**src/rtl/seg_scroll_scan_if.sv**
```systemverilog
// -----------------------------------------------------------------------------
// seg_scroll_scan_if
//   Bundles the digit-stream handshake, the clear strobe and the display
//   outputs of seg_scroll_scan.
//
//   Handshake (valid/ready): a digit transfers on a rising clk edge where
//   in_valid and in_ready are both 1. The source holds in_digit stable while
//   in_valid is high and not yet accepted; in_ready never depends on in_valid.
//
//   Signals
//     clear        source -> block  synchronous clear of buffer and hold
//     in_valid     source -> block  in_digit is valid
//     in_digit[3:0]source -> block  hex digit code
//     in_ready     block -> source  a digit can be accepted this cycle
//     seg[6:0]     block -> display {g,f,e,d,c,b,a}, active-low
//     an[N-1:0]    block -> display digit enables, active-low, bit 0 rightmost
//     scroll_tick  block -> source  one-cycle pulse after each scroll step
//
//   Modports: master = digit source / display side, slave = seg_scroll_scan.
// -----------------------------------------------------------------------------
interface seg_scroll_scan_if #(
  parameter int NUM_DIGITS = 4
);
  logic                  clear;
  logic                  in_valid;
  logic [3:0]            in_digit;
  logic                  in_ready;
  logic [6:0]            seg;
  logic [NUM_DIGITS-1:0] an;
  logic                  scroll_tick;

  modport master (
    output clear,
    output in_valid,
    output in_digit,
    input  in_ready,
    input  seg,
    input  an,
    input  scroll_tick
  );

  modport slave (
    input  clear,
    input  in_valid,
    input  in_digit,
    output in_ready,
    output seg,
    output an,
    output scroll_tick
  );
endinterface

```
**src/rtl/seg_scroll_scan.sv**
```systemverilog
// -----------------------------------------------------------------------------
// seg_scroll_scan
//   Scrolling, time-multiplexed seven-segment display stage. Digits arrive over
//   a valid/ready handshake into a one-entry holding register. Every
//   SCROLL_SCANS scan slots a scroll step shifts the digit buffer one place to
//   the left (entry 0 = rightmost digit) and loads the held digit, or a blank
//   when nothing is pending and IDLE_BLANK=1. The display is scanned one digit
//   per SCAN_DIV clocks; segment and anode outputs are registered.
//
//   Parameters
//     NUM_DIGITS   number of physical digits (2..8)
//     SCAN_DIV     clk cycles per scan slot (>=2)
//     SCROLL_SCANS scan slots per scroll step (>=1)
//     IDLE_BLANK   1: an idle step shifts in a blank, 0: buffer holds
//
//   Ports
//     clk    system clock
//     reset  asynchronous, active-low reset
//     bus    seg_scroll_scan_if.slave (clear, in_valid/in_digit/in_ready,
//            seg, an, scroll_tick); its NUM_DIGITS must match this module's
// -----------------------------------------------------------------------------
module seg_scroll_scan #(
  parameter int NUM_DIGITS   = 4,
  parameter int SCAN_DIV     = 50000,
  parameter int SCROLL_SCANS = 200,
  parameter bit IDLE_BLANK   = 1'b1
) (
  input  logic               clk,
  input  logic               reset,
  seg_scroll_scan_if.slave   bus
);

  localparam int PRE_W = $clog2(SCAN_DIV);
  localparam int IDX_W = $clog2(NUM_DIGITS);
  // A single-scan scroll period still needs a 1-bit counter to exist.
  localparam int SCR_W = (SCROLL_SCANS > 1) ? $clog2(SCROLL_SCANS) : 1;

  localparam logic [PRE_W-1:0] PRE_LAST = PRE_W'(SCAN_DIV - 1);
  localparam logic [IDX_W-1:0] IDX_LAST = IDX_W'(NUM_DIGITS - 1);
  localparam logic [SCR_W-1:0] SCR_LAST = SCR_W'(SCROLL_SCANS - 1);

  // Buffer entry: {blank, code}. The blank flag keeps "no digit" distinct
  // from code 0.
  typedef logic [4:0] entry_t;
  localparam entry_t BLANK = 5'b1_0000;

  localparam logic [6:0] SEG_OFF = 7'h7F;

  // ---------------------------------------------------------------------------
  // State
  // ---------------------------------------------------------------------------
  logic [PRE_W-1:0]      presc_q,      presc_d;
  logic [IDX_W-1:0]      scan_idx_q,   scan_idx_d;
  logic [SCR_W-1:0]      scroll_cnt_q, scroll_cnt_d;
  entry_t                buf_q [NUM_DIGITS];
  entry_t                buf_d [NUM_DIGITS];
  logic                  hold_valid_q, hold_valid_d;
  logic [3:0]            hold_digit_q, hold_digit_d;
  logic [6:0]            seg_q,        seg_d;
  logic [NUM_DIGITS-1:0] an_q,         an_d;
  logic                  scroll_tick_q;

  logic scan_tick;
  logic step;
  logic accept;

  // ---------------------------------------------------------------------------
  // Segment decode, active-low {g,f,e,d,c,b,a}
  // ---------------------------------------------------------------------------
  function automatic logic [6:0] decode(entry_t e);
    logic [6:0] s;
    if (e[4]) begin
      s = SEG_OFF;
    end else begin
      case (e[3:0])
        4'h0:    s = 7'h40;
        4'h1:    s = 7'h79;
        4'h2:    s = 7'h24;
        4'h3:    s = 7'h30;
        4'h4:    s = 7'h19;
        4'h5:    s = 7'h12;
        4'h6:    s = 7'h02;
        4'h7:    s = 7'h78;
        4'h8:    s = 7'h00;
        4'h9:    s = 7'h10;
        4'hA:    s = 7'h08;
        4'hB:    s = 7'h03;
        4'hC:    s = 7'h46;
        4'hD:    s = 7'h21;
        4'hE:    s = 7'h06;
        default: s = 7'h0E;
      endcase
    end
    return s;
  endfunction

  // ---------------------------------------------------------------------------
  // Timebase: prescaler -> scan slot -> scroll step
  // ---------------------------------------------------------------------------
  assign scan_tick = (presc_q == PRE_LAST);
  assign step      = scan_tick && (scroll_cnt_q == SCR_LAST);

  always_comb begin
    presc_d      = presc_q + PRE_W'(1);
    scan_idx_d   = scan_idx_q;
    scroll_cnt_d = scroll_cnt_q;
    if (scan_tick) begin
      presc_d      = '0;
      scan_idx_d   = (scan_idx_q == IDX_LAST) ? '0 : scan_idx_q + IDX_W'(1);
      scroll_cnt_d = (scroll_cnt_q == SCR_LAST) ? '0 : scroll_cnt_q + SCR_W'(1);
    end
  end

  // ---------------------------------------------------------------------------
  // Holding register
  // ---------------------------------------------------------------------------
  assign bus.in_ready = ~hold_valid_q;
  assign accept       = bus.in_valid & ~hold_valid_q;

  // A step consuming the hold and a new capture cannot coincide: in_ready is
  // low whenever the hold is full. A capture in a step cycle with the hold
  // empty lands after the step has already taken its idle action.
  always_comb begin
    hold_valid_d = hold_valid_q;
    hold_digit_d = hold_digit_q;
    if (bus.clear) begin
      hold_valid_d = 1'b0;
    end else if (step && hold_valid_q) begin
      hold_valid_d = 1'b0;
    end else if (accept) begin
      hold_valid_d = 1'b1;
      hold_digit_d = bus.in_digit;
    end
  end

  // ---------------------------------------------------------------------------
  // Digit buffer: shift toward the left on a step, oldest entry falls off
  // ---------------------------------------------------------------------------
  always_comb begin
    for (int i = 0; i < NUM_DIGITS; i++) begin
      buf_d[i] = buf_q[i];
    end
    if (bus.clear) begin
      for (int i = 0; i < NUM_DIGITS; i++) begin
        buf_d[i] = BLANK;
      end
    end else if (step && (hold_valid_q || IDLE_BLANK)) begin
      for (int i = NUM_DIGITS - 1; i > 0; i--) begin
        buf_d[i] = buf_q[i-1];
      end
      buf_d[0] = hold_valid_q ? {1'b0, hold_digit_q} : BLANK;
    end
  end

  // ---------------------------------------------------------------------------
  // Output stage: registered, so it trails scan_idx and the buffer by 1 cycle
  // ---------------------------------------------------------------------------
  always_comb begin
    an_d  = ~(NUM_DIGITS'(1) << scan_idx_q);
    seg_d = decode(buf_q[scan_idx_q]);
  end

  // ---------------------------------------------------------------------------
  // Registers
  // ---------------------------------------------------------------------------
  always_ff @(posedge clk or negedge reset) begin
    if (!reset) begin
      presc_q       <= '0;
      scan_idx_q    <= '0;
      scroll_cnt_q  <= '0;
      for (int i = 0; i < NUM_DIGITS; i++) begin
        buf_q[i] <= BLANK;
      end
      hold_valid_q  <= 1'b0;
      hold_digit_q  <= '0;
      seg_q         <= SEG_OFF;
      an_q          <= '1;
      scroll_tick_q <= 1'b0;
    end else begin
      presc_q       <= presc_d;
      scan_idx_q    <= scan_idx_d;
      scroll_cnt_q  <= scroll_cnt_d;
      for (int i = 0; i < NUM_DIGITS; i++) begin
        buf_q[i] <= buf_d[i];
      end
      hold_valid_q  <= hold_valid_d;
      hold_digit_q  <= hold_digit_d;
      seg_q         <= seg_d;
      an_q          <= an_d;
      // Pulses regardless of clear or an idle hold: it marks the step time.
      scroll_tick_q <= step;
    end
  end

  assign bus.seg         = seg_q;
  assign bus.an          = an_q;
  assign bus.scroll_tick = scroll_tick_q;

endmodule
```
**src/flat_wrapper.sv**
```systemverilog
// flat-port wrapper written by rule: the top's interface ports become plain ports
module seg_scroll_scan_flat 
#(
  parameter int NUM_DIGITS   = 4,
  parameter int SCAN_DIV     = 50000,
  parameter int SCROLL_SCANS = 200,
  parameter bit IDLE_BLANK   = 1'b1
)
  (clk, reset, bus_clear, bus_in_valid, bus_in_digit, bus_in_ready, bus_seg, bus_an, bus_scroll_tick);
  seg_scroll_scan_if #(.NUM_DIGITS(NUM_DIGITS)) bus_i ();
  input  logic clk;
  input  logic reset;
  input wire logic [$bits(bus_i.clear)-1:0] bus_clear;
  input wire logic [$bits(bus_i.in_valid)-1:0] bus_in_valid;
  input wire logic [$bits(bus_i.in_digit)-1:0] bus_in_digit;
  output wire logic [$bits(bus_i.in_ready)-1:0] bus_in_ready;
  output wire logic [$bits(bus_i.seg)-1:0] bus_seg;
  output wire logic [$bits(bus_i.an)-1:0] bus_an;
  output wire logic [$bits(bus_i.scroll_tick)-1:0] bus_scroll_tick;
  assign bus_i.clear = bus_clear;
  assign bus_i.in_valid = bus_in_valid;
  assign bus_i.in_digit = bus_in_digit;
  assign bus_in_ready = bus_i.in_ready;
  assign bus_seg = bus_i.seg;
  assign bus_an = bus_i.an;
  assign bus_scroll_tick = bus_i.scroll_tick;
  seg_scroll_scan #(.NUM_DIGITS(NUM_DIGITS), .SCAN_DIV(SCAN_DIV), .SCROLL_SCANS(SCROLL_SCANS), .IDLE_BLANK(IDLE_BLANK)) u_core (.clk(clk), .reset(reset), .bus(bus_i));
endmodule
```
**config.mk**
```make
export PLATFORM = sky130hd
export DESIGN_NAME = seg_scroll_scan_flat
export DESIGN_NICKNAME = d
export VERILOG_FILES = /design/src/rtl/seg_scroll_scan_if.sv /design/src/rtl/seg_scroll_scan.sv /design/src/flat_wrapper.sv
export SDC_FILE = /design/constraint.sdc
export NUM_CORES = 1
export LEC_CHECK = 0
export CORE_ASPECT_RATIO = 0.5
export CORE_MARGIN = 8
export CORE_UTILIZATION = 50
export DETAILED_ROUTE_END_ITERATION = 8
export PLACE_DENSITY = 0.69
export SLEW_MARGIN = 0
export SYNTH_ARGS = -nofsm -noshare
export SYNTH_HDL_FRONTEND = slang
export SYNTH_SLANG_ARGS = --single-unit
```
**constraint.sdc**
```tcl
create_clock -name clk -period 2.4 [get_ports clk]
set_input_delay 0.36 -clock clk [delete_from_list [all_inputs] [get_ports clk]]
set_output_delay 0.36 -clock clk [all_outputs]
set_load 0.02 [all_outputs]
```
==> results of run 1 <==
Yosys cell counts (5+ instances only):
| cell type | count | area, um2 |
|---|---|---|
| ha_1 | 12 | 150.1 |
| clkbuf_1 | 5 | 18.77 |
| o21ai_0 | 13 | 65.06 |
| xor2_1 | 8 | 70.07 |
| dfstp_2 | 15 | 394.1 |
| inv_1 | 12 | 45.04 |
| buf_2 | 5 | 25.02 |
| nand2_1 | 11 | 41.29 |
| dfrtp_1 | 48 | 1201 |
| nand4_1 | 10 | 62.56 |
| nand3_1 | 24 | 120.1 |
| o21ai_1 | 12 | 60.06 |
| nor4_1 | 5 | 31.28 |
| a21oi_1 | 20 | 100.1 |
| xnor2_1 | 5 | 43.79 |
| mux2_2 | 6 | 67.56 |
| nor2_1 | 14 | 52.55 |
stage by stage:
stage	util	cell area [um2]	instances	setup slack, ns	total power (W)
final	0.6018	3675	404	0.2807	0.002275
after global routing	0.6018	3675	404	0.1231	0.002350
after CTS	0.6018	3675	404	0.2987	0.002306
after detailed placement	0.5594	3416	388	0.3233	0.001168
after global placement	0.5594	3416	388	0.3990	0.001164
after floorplan	-	3168	289	0.5003	0.001124
critical path: stages (launching register included):
cell and delay (ns):
dfrtp_1 0.51, mux4_1 0.70, inv_1 0.19, ha_1 0.28, nor2_1 0.13, a211oi_1 0.06, o21ai_0 0.17
sequential cells by signal, indices dropped and copies added (netlist names):
register / count
u_core.buf_q: 20
u_core.presc_q: 16
u_core.scroll_cnt_q: 8
u_core.bus.seg: 7
u_core.bus.an: 4
u_core.hold_digit_q: 4
u_core.scan_idx_q: 2
u_core.bus.scroll_tick: 1
u_core.hold_valid_q: 1
power by group through the flow:
stage | Sequential, W | Clock (W) | Combinational, W
final | 0.00109 | 0.00113 | 0.0000597
after global routing | 0.00109 | 0.00119 | 0.0000677
after CTS | 0.00109 | 0.00116 | 0.0000621
after detailed placement | 0.00111 | 0 | 0.0000624
after global placement | 0.00110 | 0 | 0.0000596
after floorplan | 0.00110 | 0 | 0.0000216
area by class of cell:
class	instances	area [um2]
inverters	12	45.04
well taps	88	110.1
multi-input cells	198	1418
clock buffers	12	236.5
clock inverters	4	22.52
repair buffers	27	247.7
fillers	523	2431
flip-flops and latches	63	1595
per-layer routing:
| layer | vias to the layer above | share of wire |
|---|---|---|
| met4 | 0 | 0.015 |
| met2 | 59 | 0.48 |
| met3 | 13 | 0.055 |
| met1 | 1140 | 0.45 |
| met5 | - | 0 |
| li1 | 1089 | - |
final timing paths:
kind	startpoint	endpoint	slack, ns	cells after the start
hold reg to reg	u_core.presc_q[0]$_DFF_PN0_	u_core.presc_q[0]$_DFF_PN0_	0.48	1
min in group clk	u_core.presc_q[0]$_DFF_PN0_	u_core.presc_q[0]$_DFF_PN0_	0.48	1
setup / recovery	u_core.scan_idx_q[0]$_DFFE_PN0N_	u_core.bus.seg[3]$_DFF_PN1_	0.28	6
max in group asynchronous	reset	u_core.buf_q[5]$_DFFE_PN0P_	1.67	2
hold / removal	reset	u_core.scan_idx_q[1]$_DFFE_PN0N_	0.20	2
setup reg to reg	u_core.scan_idx_q[0]$_DFFE_PN0N_	u_core.bus.seg[3]$_DFF_PN1_	0.28	6
cell families (layout without fill, tap and decap cells):
family,count (synthesis),count (layout),synth area share
adder cells (fa/ha/maj),12,12,0.04739
buffers and inverters,28,55,0.04897
XOR/XNOR,13,13,0.03594
flip-flops,63,63,0.5036
multiplexers,13,13,0.06161
AND/OR/NAND/NOR,96,96,0.1836
AO/OA/AOI/OAI,64,64,0.1189
==> flow_summary.yaml, run 1 <==
power_and_ir_drop:
  switching_power_w: 0.0004780
  power.clock.fraction: 0.495
  internal_power_w: 0.001797
  power.density_cell_area_mw_per_mm2: 619.0
  switching_share: 0.2102
  proportion_of_power_drawn_by_flip_flops_and_latches: 0.479
  share_comb_of_total_power: 0.026
  cellLeakagePower_nw: 1.527
  highest_ir_drop_seen_on_vdd_v: 0.0002899
drt:
  ratio_of_routed_vias_to_standard_cells: 5.696
  detailroute.via_count: 2301
  drcViolationCount: 0
  drt_wl_total_um: 6291
  first_pass_iters: 4
  wl_per_cell_um: 15.57
  detailedRoute.firstIterationViolations: 145
  drtAntennaViolNets: 0
global_route:
  global_route.usage.total: 0.1421
  grt_first_pass_wirelength_um: 10420
  global_route.usage.met2: 0.2270
  grt_start_max_net_pins: 64
  grt.busiest_layer: "met2"
  initial_antenna_violation_count: 0
  grt_pass1_vias: 2208
  grt.met1_usage: 0.1713
  global_route.overflow_total: 0
  use_met3: 0.05190
synthesis:
  asyncSetResetFlopFracSynth: 1.000
  synth_flop_cell: "dfrtp_1"
  synth_seq_cells: 63
  syn_avg_cell_area_um2: 10.96
  netlist_area_mm2: 0.003168
  synth-edff-count: 0
  syn-instance-count: 289
  synth_warnings: 0
  synth_seq_area_share: 0.5036
  postSynthNetCount: 309
  synth_cell_types: 53
die:
  pin_count: 21
  die_w_um: 128.6
  rows: 20
  initial_core_util: 0.5189
  area_inside_the_core_boundary_mm2: 0.006106
  die_height_um: 72.29
  fp.dieArea_mm2: 0.009294
timing:
  timing.final.max_slew_violations: 0
  final.period_utilization: 0.8831
  worstMarginPinSlew_ns: 0.7833
  period_needed_ns: 2.119
  final.setup.tns_ns: 0
  setup_viol: 0
  final_hold_slack_ns: 0.1973
  rsz0062_at_grt: "false"
  report.final.hold_viol_count: 0
  max_freq_ghz: 0.4718
  timing.max_slew.rel_slack: 0.4778
  fin_worst_skew_ns: 0.009084
layout:
  layout.nets: 331
  mostFrequentLayoutCells: "dfrtp_1 (48), nand3_1 (24), a21oi_1 (20), clkdlybuf4s50_1 (19), dfstp_2 (15)"
  layout-drive-gt1-share: 0.1677
  final_common_cell: "dfrtp_1"
  layout_overhead_on_the_synthesized_area_pct: 16.00
  antennaDiodeCount: 0
cts:
  numCtsBuffers: 9
  cts.clk_slew.worst_paths_ns: 0.05
  cts.sink_count: 63
  post_cts_hold_buffer_count: 0
  tritoncts: "yes"
  latest_clock_arrival_within_the_worst_skew_pair_ns: 0.33
  clock_tree.root_cell: "clkbuf_16"
  postCtsSetupRepairBufs: 0
  max-clock-path-buffers: 2
  cts.htree.levels: 3
  cts-resized-gates: 0
critical_path:
  timing.critical_path.required_ns: 2.65
  worstSetupEndpointType: "flip-flop"
  setup.worst_path.class: "reg -> reg"
  worstPathArrival_ns: 2.37
  critical_path.max_fanout: 7
  worst_setup_path_start_kind: "flip-flop"
placement:
  finalWeightedCongestion: 0.8265
  detailed_place_hpwl_um: 4099
  placement.io_buffers: 20
job:
  maxCapViolations: 0
status:
  run_status: "finished clean"
hold_path:
  min-delay-path-class: "in -> async"
Note: power is estimated with default switching activity, not from simulation.
==> inputs of run 2 (changes only) <==
--- a/config.mk
+++ b/config.mk
@@ -7,9 +7,9 @@
 export LEC_CHECK = 0
 export CORE_ASPECT_RATIO = 0.5
 export CORE_MARGIN = 8
-export CORE_UTILIZATION = 50
+export CORE_UTILIZATION = 59
 export DETAILED_ROUTE_END_ITERATION = 8
-export PLACE_DENSITY = 0.69
+export PLACE_DENSITY = 0.8
 export SLEW_MARGIN = 0
 export SYNTH_ARGS = -nofsm -noshare
 export SYNTH_HDL_FRONTEND = slang
==> flow_summary.yaml, run 2 (same netlist as run 1, synthesis figures left out) <==
global_route:
  grt_start_max_net_pins: 64
  grt_pass1_vias: 2231
  grt_first_pass_wirelength_um: 10580
  global_route.usage.total: 0.1633
  initial_antenna_violation_count: 0
  global_route.overflow_total: 0
timing:
  timing.final.max_slew_violations: 0
  worstMarginPinSlew_ns: 0.7791
  timing.max_slew.rel_slack: 0.4806
  report.final.hold_viol_count: 0
  final.setup.tns_ns: 0
  rsz0062_at_grt: "false"
  period_needed_ns: 2.118
  fin_worst_skew_ns: 0.01055
  setup_viol: 0
  final.period_utilization: 0.8826
  max_freq_ghz: 0.4721
critical_path:
  r2r_slack_ns: 0.28
  crit-reg2reg-launch: "u_core.scan_idx_q[0]$_DFFE_PN0N_"
  number_of_cell_instances_on_the_worst_register_to_register_path: 5
  worst_path_largest_cell_delay_ns: 0.73
  critical_path.cell_chain: "mux4_1 > ha_1 > and2b_2 > a21oi_1 > o221ai_1"
  timing.critical_path.required_ns: 2.63
  worstSetupEndpointType: "flip-flop"
  crit_path_top_delay_cell: "mux4_1"
  worst_setup_path_start_kind: "flip-flop"
  critical-path-top-delay-family: "multiplexers"
  critical_path.max_fanout: 7
  worst_r2r_endpoint: "u_core.bus.seg[6]$_DFF_PN1_"
  setup.worst_path.class: "reg -> reg"
  worstPathArrival_ns: 2.35
  cp_buf_inv_count: 0
layout:
  antennaDiodeCount: 0
  final-instance-count-excl-fill: 386
  top_register: "u_core.buf_q"
  mostFrequentLayoutCells: "dfrtp_1 (48), nand3_1 (24), a21oi_1 (20), clkdlybuf4s50_1 (19), dfstp_2 (15)"
  layout_overhead_on_the_synthesized_area_pct: 13.07
  layout-drive-gt1-share: 0.1741
  largest_register_ffs: 20
  final_common_cell: "dfrtp_1"
  layout.nets: 331
  largestRegisters: "u_core.buf_q (20), u_core.presc_q (16), u_core.scroll_cnt_q (8)"
  design_area_mm2: 0.003582
die:
  fp.dieArea_mm2: 0.008113
  rows: 18
  area_inside_the_core_boundary_mm2: 0.005045
  die_height_um: 67.82
  pin_count: 21
  die_w_um: 119.6
  initial_core_util: 0.6280
cts:
  cts-resized-gates: 0
  numCtsBuffers: 9
  latest_clock_arrival_within_the_worst_skew_pair_ns: 0.34
  cts.sink_count: 63
  max-clock-path-buffers: 2
  tritoncts: "yes"
  cts.clk_slew.worst_paths_ns: 0.07
  post_cts_hold_buffer_count: 0
  clock_tree.root_cell: "clkbuf_8"
  cts.htree.levels: 3
  postCtsSetupRepairBufs: 0
job:
  maxCapViolations: 0
power_and_ir_drop:
  highest_ir_drop_seen_on_vdd_v: 0.0004166
  cellLeakagePower_nw: 1.497
  switching_power_w: 0.0004453
  power.clock.fraction: 0.433
  share_comb_of_total_power: 0.030
  internal_power_w: 0.001579
  switching_share: 0.2200
  power.density_cell_area_mw_per_mm2: 565.1
  proportion_of_power_drawn_by_flip_flops_and_latches: 0.537
placement:
  dpl_cell_area_mm2: 0.003393
  placement.io_buffers: 20
  placed_cells: 370
  finalWeightedCongestion: 0.8059
  detailed_place_hpwl_um: 4165
drt:
  drt_wl_total_um: 6165
  detailroute.via_count: 2319
  first_pass_iters: 4
  drcViolationCount: 0
  drtAntennaViolNets: 0
  ratio_of_routed_vias_to_standard_cells: 6.008
  wl_per_cell_um: 15.97
  detailedRoute.firstIterationViolations: 196
hold_path:
  min-delay-path-class: "in -> async"
status:
  run_status: "finished clean"
## run 2: changes by cell type in the layout (fill, tap and decap cells not counted)
cell / before / now
clkbuf_16: 9 / 0
clkbuf_8: 0 / 9
clkinv_4: 0 / 1
clkbuf_1: 3 / 1
bufinv_16: 0 / 1
## run 2: final cells by class
class	count	area, um2
multi-input cells	198	1418
fillers	378	1463
inverters	12	45.04
clock buffers	10	127.6
well taps	70	87.58
clock inverters	6	61.31
repair buffers	27	247.7
flip-flops and latches	63	1595
## run 2: worst max path at each step
stage | from | end | cells past startpoint
6_report | u_core.scan_idx_q[0]$_DFFE_PN0N_ | u_core.bus.seg[6]$_DFF_PN1_ | 5
5_1_grt | u_core.scan_idx_q[0]$_DFFE_PN0N_ | u_core.bus.seg[3]$_DFF_PN1_ | 6
4_1_cts | u_core.scan_idx_q[0]$_DFFE_PN0N_ | u_core.bus.seg[6]$_DFF_PN1_ | 5
3_5_place_dp | u_core.scan_idx_q[0]$_DFFE_PN0N_ | u_core.bus.seg[6]$_DFF_PN1_ | 5
3_3_place_gp | u_core.scan_idx_q[0]$_DFFE_PN0N_ | u_core.bus.seg[5]$_DFF_PN1_ | 5
2_1_floorplan | u_core.scan_idx_q[0]$_DFFE_PN0N_ | u_core.bus.seg[6]$_DFF_PN1_ | 6
## run 2: per-stage QoR
step / power [W] / setup WS (ns) / util / hold WS [ns]
floorplan: 0.001124 / 0.5003 / - / 0.06441
global placement: 0.001164 / 0.3939 / 0.6726 / 0.4713
detailed placement: 0.001169 / 0.2827 / 0.6726 / 0.4876
CTS: 0.002051 / 0.2683 / 0.7101 / 0.2044
global route: 0.002115 / 0.1469 / 0.7101 / 0.2446
finish: 0.002024 / 0.2817 / 0.7101 / 0.1851
## run 2: layer usage
layer / part of all wire / GRT usage / vias to the layer above
li1: - / - / 1089
met1: 0.44 / 0.1913 / 1159
met2: 0.49 / 0.2744 / 61
met3: 0.052 / 0.06240 / 10
met4: 0.012 / 0.06471 / 0
met5: 0 / 0 / -
## run 2: power by group through the flow
stage | sequential, W | clock (W) | combinational [W]
finish | 0.00109 | 0.000876 | 0.0000609
global route | 0.00109 | 0.000959 | 0.0000684
CTS | 0.00109 | 0.000901 | 0.0000630
detailed placement | 0.00111 | 0 | 0.0000627
global placement | 0.00110 | 0 | 0.0000600
floorplan | 0.00110 | 0 | 0.0000216
